===== config.mk =====
export PLATFORM = sky130hd
export DESIGN_NAME = exec_muldiv_fwd_flat
export DESIGN_NICKNAME = d
export VERILOG_FILES = /design/src/rtl/exec_muldiv_fwd_if.sv /design/src/rtl/exec_muldiv_fwd.sv /design/src/flat_wrapper.sv
export SDC_FILE = /design/constraint.sdc
export NUM_CORES = 1
export LEC_CHECK = 0
export ABC_AREA = 1
export CORE_MARGIN = 5
export CORE_UTILIZATION = 40
export DETAILED_ROUTE_END_ITERATION = 12
export HOLD_SLACK_MARGIN = 0.08
export PLACE_DENSITY = 0.73
export SKIP_LAST_GASP = 1
export SLEW_MARGIN = 10
export SYNTH_ARGS = -nofsm -noshare
export SYNTH_HDL_FRONTEND = slang
export SYNTH_SLANG_ARGS = --single-unit

===== constraint.sdc =====
create_clock -name clk -period 2.9 [get_ports clk]
set_clock_uncertainty 0.05 [all_clocks]
set_input_delay 0.29 -clock clk [delete_from_list [all_inputs] [get_ports clk]]
set_output_delay 0.29 -clock clk [all_outputs]
set_load 0.03 [all_outputs]

===== src/rtl/exec_muldiv_fwd_if.sv =====
// Issue/forwarding/result bundle between the EX stage and the iterative mul/div unit.
interface exec_muldiv_fwd_if #(
  parameter int WIDTH    = 16,
  parameter int REG_BITS = 3
);
  logic                in_valid;
  logic [2:0]          op;
  logic                kill;
  logic [REG_BITS-1:0] rs_num;
  logic [REG_BITS-1:0] rt_num;
  logic [WIDTH-1:0]    rs_data;
  logic [WIDTH-1:0]    rt_data;
  logic                exmem_wr_en;
  logic                memwb_wr_en;
  logic [REG_BITS-1:0] exmem_dst;
  logic [REG_BITS-1:0] memwb_dst;
  logic [WIDTH-1:0]    exmem_data;
  logic [WIDTH-1:0]    memwb_data;
  logic                stall;
  logic [WIDTH-1:0]    result;
  logic                result_valid;
  logic                div_by_zero;

  modport master (
    output in_valid, op, kill, rs_num, rt_num, rs_data, rt_data,
           exmem_wr_en, memwb_wr_en, exmem_dst, memwb_dst, exmem_data, memwb_data,
    input  stall, result, result_valid, div_by_zero
  );

  modport slave (
    input  in_valid, op, kill, rs_num, rt_num, rs_data, rt_data,
           exmem_wr_en, memwb_wr_en, exmem_dst, memwb_dst, exmem_data, memwb_data,
    output stall, result, result_valid, div_by_zero
  );
endinterface


===== src/rtl/exec_muldiv_fwd.sv =====
// Iterative radix-2 multiply/divide beside the EX-stage ALU, with operand forwarding at issue.
// Optional two's-complement operation (op[2]) is enabled by defining SIGNED_MULDIV_EN.
module exec_muldiv_fwd #(
  parameter int WIDTH    = 16,
  parameter int REG_BITS = 3,
  parameter int CNT_BITS = 5
) (
  input logic              clk,
  input logic              rst,
  exec_muldiv_fwd_if.slave bus
);

  typedef enum logic [1:0] {IDLE, RUN, DONE} state_t;

  state_t                state, state_nxt;
  logic [CNT_BITS-1:0]   cnt;
  logic [WIDTH-1:0]      hi, lo, dvs;
  logic [1:0]            op_q;
  logic                  neg_res, neg_rem;
  logic [WIDTH-1:0]      result_q;
  logic                  dz_q;

  logic [WIDTH-1:0]      fwd_a, fwd_b, mag_a, mag_b;
  logic                  sgn_op, neg_a, neg_b;
  logic                  issue, last;

  logic [WIDTH:0]        sum, shl;
  logic [WIDTH-1:0]      diff, hi_nxt, lo_nxt, fin;
  logic [2*WIDTH-1:0]    prod, prod_s;
  logic                  ge;

  always_comb begin
    fwd_a = bus.rs_data;
    if (bus.exmem_wr_en && bus.exmem_dst == bus.rs_num)      fwd_a = bus.exmem_data;
    else if (bus.memwb_wr_en && bus.memwb_dst == bus.rs_num) fwd_a = bus.memwb_data;
  end

  always_comb begin
    fwd_b = bus.rt_data;
    if (bus.exmem_wr_en && bus.exmem_dst == bus.rt_num)      fwd_b = bus.exmem_data;
    else if (bus.memwb_wr_en && bus.memwb_dst == bus.rt_num) fwd_b = bus.memwb_data;
  end

`ifdef SIGNED_MULDIV_EN
  assign sgn_op = bus.op[2];
`else
  logic unused_op2;
  assign unused_op2 = bus.op[2];
  assign sgn_op     = 1'b0;
`endif

  // Datapath always works on magnitudes; signs are reapplied when the result is formed.
  assign neg_a = sgn_op & fwd_a[WIDTH-1];
  assign neg_b = sgn_op & fwd_b[WIDTH-1];
  assign mag_a = neg_a ? ('0 - fwd_a) : fwd_a;
  assign mag_b = neg_b ? ('0 - fwd_b) : fwd_b;

  assign issue = bus.in_valid & ~bus.kill;
  assign last  = (cnt == CNT_BITS'(WIDTH - 1));

  always_ff @(posedge clk or posedge rst) begin
    if (rst) state <= IDLE;
    else     state <= state_nxt;
  end

  always_comb begin
    state_nxt        = state;
    bus.stall        = 1'b0;
    bus.result_valid = 1'b0;
    bus.div_by_zero  = 1'b0;
    case (state)
      IDLE:    if (issue) state_nxt = RUN;
      RUN:     if (bus.kill) state_nxt = IDLE;
               else if (last) state_nxt = DONE;
      DONE:    state_nxt = IDLE;
      default: state_nxt = IDLE;
    endcase
    bus.stall        = bus.in_valid & (state != DONE) & ~bus.kill;
    bus.result_valid = (state == DONE) & ~bus.kill;
    bus.div_by_zero  = bus.result_valid & dz_q;
  end

  // Shift-add multiply: {hi,lo} holds partial product with multiplier in lo.
  // Restoring divide: hi is the partial remainder, lo shifts dividend out and quotient in.
  always_comb begin
    sum  = {1'b0, hi} + (lo[0] ? {1'b0, dvs} : '0);
    shl  = {hi, lo[WIDTH-1]};
    ge   = (shl >= {1'b0, dvs});
    diff = shl[WIDTH-1:0] - dvs;
    if (op_q[1]) begin
      hi_nxt = ge ? diff : shl[WIDTH-1:0];
      lo_nxt = {lo[WIDTH-2:0], ge};
    end else begin
      hi_nxt = sum[WIDTH:1];
      lo_nxt = {sum[0], lo[WIDTH-1:1]};
    end
  end

  always_comb begin
    prod   = {hi_nxt, lo_nxt};
    prod_s = neg_res ? ('0 - prod) : prod;
    case (op_q)
      2'b00:   fin = prod_s[WIDTH-1:0];
      2'b01:   fin = prod_s[2*WIDTH-1:WIDTH];
      2'b10:   fin = (dvs == '0) ? '1 : (neg_res ? ('0 - lo_nxt) : lo_nxt);
      default: fin = neg_rem ? ('0 - hi_nxt) : hi_nxt;
    endcase
  end

  always_ff @(posedge clk or posedge rst) begin
    if (rst) begin
      cnt      <= '0;
      hi       <= '0;
      lo       <= '0;
      dvs      <= '0;
      op_q     <= '0;
      neg_res  <= 1'b0;
      neg_rem  <= 1'b0;
      result_q <= '0;
      dz_q     <= 1'b0;
    end else begin
      case (state)
        IDLE: if (issue) begin
          cnt     <= '0;
          hi      <= '0;
          lo      <= mag_a;
          dvs     <= mag_b;
          op_q    <= bus.op[1:0];
          neg_res <= neg_a ^ neg_b;
          neg_rem <= neg_a;
        end
        RUN: begin
          cnt <= cnt + 1'b1;
          hi  <= hi_nxt;
          lo  <= lo_nxt;
          if (last && !bus.kill) begin
            result_q <= fin;
            dz_q     <= op_q[1] & (dvs == '0);
          end
        end
        default: ;
      endcase
    end
  end

  assign bus.result = result_q;

endmodule


===== src/flat_wrapper.sv =====
// flat-port wrapper written by rule: the top's interface ports become plain ports
module exec_muldiv_fwd_flat 
#(
  parameter int WIDTH    = 16,
  parameter int REG_BITS = 3,
  parameter int CNT_BITS = 5
)
  (clk, rst, bus_in_valid, bus_op, bus_kill, bus_rs_num, bus_rt_num, bus_rs_data, bus_rt_data, bus_exmem_wr_en, bus_memwb_wr_en, bus_exmem_dst, bus_memwb_dst, bus_exmem_data, bus_memwb_data, bus_stall, bus_result, bus_result_valid, bus_div_by_zero);
  exec_muldiv_fwd_if #(.WIDTH(WIDTH), .REG_BITS(REG_BITS)) bus_i ();
  input logic clk;
  input logic rst;
  input wire logic [$bits(bus_i.in_valid)-1:0] bus_in_valid;
  input wire logic [$bits(bus_i.op)-1:0] bus_op;
  input wire logic [$bits(bus_i.kill)-1:0] bus_kill;
  input wire logic [$bits(bus_i.rs_num)-1:0] bus_rs_num;
  input wire logic [$bits(bus_i.rt_num)-1:0] bus_rt_num;
  input wire logic [$bits(bus_i.rs_data)-1:0] bus_rs_data;
  input wire logic [$bits(bus_i.rt_data)-1:0] bus_rt_data;
  input wire logic [$bits(bus_i.exmem_wr_en)-1:0] bus_exmem_wr_en;
  input wire logic [$bits(bus_i.memwb_wr_en)-1:0] bus_memwb_wr_en;
  input wire logic [$bits(bus_i.exmem_dst)-1:0] bus_exmem_dst;
  input wire logic [$bits(bus_i.memwb_dst)-1:0] bus_memwb_dst;
  input wire logic [$bits(bus_i.exmem_data)-1:0] bus_exmem_data;
  input wire logic [$bits(bus_i.memwb_data)-1:0] bus_memwb_data;
  output wire logic [$bits(bus_i.stall)-1:0] bus_stall;
  output wire logic [$bits(bus_i.result)-1:0] bus_result;
  output wire logic [$bits(bus_i.result_valid)-1:0] bus_result_valid;
  output wire logic [$bits(bus_i.div_by_zero)-1:0] bus_div_by_zero;
  assign bus_i.in_valid = bus_in_valid;
  assign bus_i.op = bus_op;
  assign bus_i.kill = bus_kill;
  assign bus_i.rs_num = bus_rs_num;
  assign bus_i.rt_num = bus_rt_num;
  assign bus_i.rs_data = bus_rs_data;
  assign bus_i.rt_data = bus_rt_data;
  assign bus_i.exmem_wr_en = bus_exmem_wr_en;
  assign bus_i.memwb_wr_en = bus_memwb_wr_en;
  assign bus_i.exmem_dst = bus_exmem_dst;
  assign bus_i.memwb_dst = bus_memwb_dst;
  assign bus_i.exmem_data = bus_exmem_data;
  assign bus_i.memwb_data = bus_memwb_data;
  assign bus_stall = bus_i.stall;
  assign bus_result = bus_i.result;
  assign bus_result_valid = bus_i.result_valid;
  assign bus_div_by_zero = bus_i.div_by_zero;
  exec_muldiv_fwd #(.WIDTH(WIDTH), .REG_BITS(REG_BITS), .CNT_BITS(CNT_BITS)) u_core (.clk(clk), .rst(rst), .bus(bus_i));
endmodule

==> flow_metrics.env <==
export IMPL_drtIter0Drc=561
export IMPL_synth_nets=1130
export IMPL_grt_first_pass_wirelength_mm=34.1
export IMPL_finalSetupViolCount=0
export IMPL_leakage_nw=4.22
export IMPL_antenna_found_initial=0
export IMPL_synth_common_cells="nand2_1, inv_1, o21ai_0, dfrtp_1, nand3_1"
export IMPL_gr_total_overflow=0
export IMPL_syn_area_per_cell_um2=6.45
export IMPL_post_place_cells=1303
export IMPL_cap_violations=0
export IMPL_max_slew_margin_pct=49.1
export IMPL_power_per_cell_area_nw_per_um2=795
export IMPL_drtPass1Iterations=5
export IMPL_postCtsHoldBufs=0
export IMPL_synthDistinctLibCells=41
export IMPL_post_cts_buffers=0
export IMPL_dieArea_um2=18900
export IMPL_irDropWorstVdd_mv=0.407
export IMPL_min_path_type="in -> async"
export IMPL_ys_seq_area_share_pct=28.5
export IMPL_postRouteAntennaNets=0
export IMPL_post_route_period_util_pct=89.3
export IMPL_cts_resized=0
export IMPL_critPathCaptureType="flop"
export IMPL_hold_viol_final=0
export IMPL_setup_slack_ns=0.311
export IMPL_core_area_um2=15900
export IMPL_crit_arrival_ns=2.77
export IMPL_routabilityCongestion=0.975
export IMPL_grt_pass1_vias=6775
export IMPL_path_clk_slew_ns=0.07
export IMPL_worst_pin_slew_ns=0.762
export IMPL_yosysTopAreaCell="dfrtp_1"
export IMPL_post_dp_hpwl_mm=17.3
export IMPL_viasPerCell=5.25
export IMPL_grt_total_usage_pct=23.3
export IMPL_dp_slack_ns=0.177
export IMPL_worst_path_max_fanout=7
export IMPL_vias=6921
export IMPL_fin_cells=1319
export IMPL_synth_top_area_share_pct=28.5
export IMPL_area_delta_synth_final_pct=23.3
export IMPL_drive_gt1_share_pct=5.44
export IMPL_clk_path_buf_depth=2
export IMPL_rsz0062_at_grt="false"
export IMPL_slew_viol_final=0
export IMPL_max_freq_mhz=386
export IMPL_cts_root_buf="clkbuf_16"
export IMPL_yosysMostFrequentCell="nand2_1"
export IMPL_syn_area_um2=6510
export IMPL_ys_flop_type="dfrtp_1"
export IMPL_design_area_um2=8030
export IMPL_ioPinCount=104
export IMPL_ys_ff_latch=74
export IMPL_detail_route_wl_per_cell_um=16.3
export IMPL_netlist_instances=1009
export IMPL_wl_mm=21.5
export IMPL_fin_setup_tns_ns=0
export IMPL_crit_type="reg -> reg"
export IMPL_htree_levels=3
export IMPL_placed_cell_area_um2=7720
export IMPL_grt_max_degree=55
export IMPL_drc=0
export IMPL_cts_tree="built"
export IMPL_status="complete, no violations"
export IMPL_startpoint_type="flop"
export IMPL_n_antenna_cell=0
export IMPL_row_count=46
export IMPL_cts_sinks=74
export IMPL_finalPower_mw=6.38
export IMPL_port_buffer_count=102
export IMPL_required_ns=3.08
export IMPL_synthTopCellsByArea="dfrtp_1, nand2_1, inv_1"
export IMPL_finalCriticalPeriod_ns=2.59
export IMPL_nets=1219
export IMPL_initial_utilization_pct=40.8
export IMPL_cts_inserted_buffers=9
export IMPL_insertion_delay_ns=0.36
export IMPL_synth_warnings=0
export IMPL_synth_edff_count=0
export IMPL_async_flop_share_pct=100
export IMPL_die_y_um=138
export IMPL_die_w_um=138
export IMPL_reg2reg_slack_ns=0.31
==> critical path, cell delays in order, from the launching register on <==
cell and delay (ns):
dfrtp_1 0.37, inv_1 0.09, ha_1 0.39, a21oi_1 0.29
o21ai_0 0.19, nor2_2 0.36, buf_4 0.24, nand4_1 0.12
nand3_2 0.11, nand2_1 0.05, nand2_1 0.15, nand2_1 0.06
==> final timing paths <==
| kind | start | endpoint | cells past startpoint |
|---|---|---|---|
| max reg2reg | u_core.dvs[14] | u_core.bus.result[15] | 11 |
| max | u_core.dvs[14] | u_core.bus.result[15] | 11 |
| min in group clk | u_core.cnt[3] | u_core.cnt[3] | 1 |
| min | rst | u_core.hi[6] | 2 |
| max in group asynchronous | rst | u_core.dvs[2] | 3 |
| min reg2reg | u_core.cnt[3] | u_core.cnt[3] | 1 |
==> per-stage QoR <==
step           hold slack, ns  util (%)
2_1_floorplan           0.340         -
3_5_place_dp            0.413      48.4
5_1_grt                 0.265      50.3
6_report                0.213      50.3
3_3_place_gp            0.408      48.4
4_1_cts                 0.223      50.3
==> metal layers <==
layer	track usage (%)	share of wire (%)
met5	0	0
met4	9.48	3.4
met2	37.9	46
met3	4.71	7.4
met1	30.4	44
==> registers in the layout, indices dropped and copies added, names as in the netlist <==
signal             cells
u_core.cnt             5
u_core.bus.result     16
u_core.lo             16
u_core.state           2
u_core.dvs            16
u_core.dz_q            1
u_core.op_q            2
u_core.hi             16
==> report_power, final <==
part           leakage [nW]  total, mW  switching (mW)  internal [mW]
clock network         0.145       1.17           0.481          0.690
registers             0.958       1.53           0.249           1.28
logic                  3.12       3.68            2.33           1.35
==> cell type report <==
type | count | area [um^2]
clock buffer | 10 | 239
clock inverter | 6 | 63.8
fill | 1687 | 7920
inverter | 151 | 567
multi-input combinational | 747 | 3900
sequential | 74 | 1850
tap | 216 | 270
timing repair buffer | 115 | 1130
==> cell families after synthesis <==
family / count (synthesis) / synth area share, %
mux: 12 / 1.85
simple gates: 500 / 33.1
buf+inv: 188 / 11.7
flops: 74 / 28.5
xor+xnor: 16 / 2.15
fa+ha+maj: 36 / 7.15
compound gates: 183 / 15.7
==> layout by cell type, fill, tap and decap left out, types with 3 or more instances in the layout <==
cell type / n
clkbuf_16: 9
o21bai_1: 4
a21oi_1: 41
nand3_2: 9
o21ai_1: 10
nor4_1: 3
or2_2: 6
nor3_1: 5
xnor2_1: 9
clkdlybuf4s50_1: 102
buf_4: 12
nor2_1: 49
xor2_1: 7
inv_1: 146
nand2_1: 330
o221ai_1: 15
nand3_1: 72
nand4_1: 7
o22ai_1: 19
nand3b_1: 5
ha_1: 34
inv_2: 5
nor2_2: 4
mux2i_1: 12
o21ai_0: 89
dfrtp_1: 74
(Power assumes the default switching activity.)
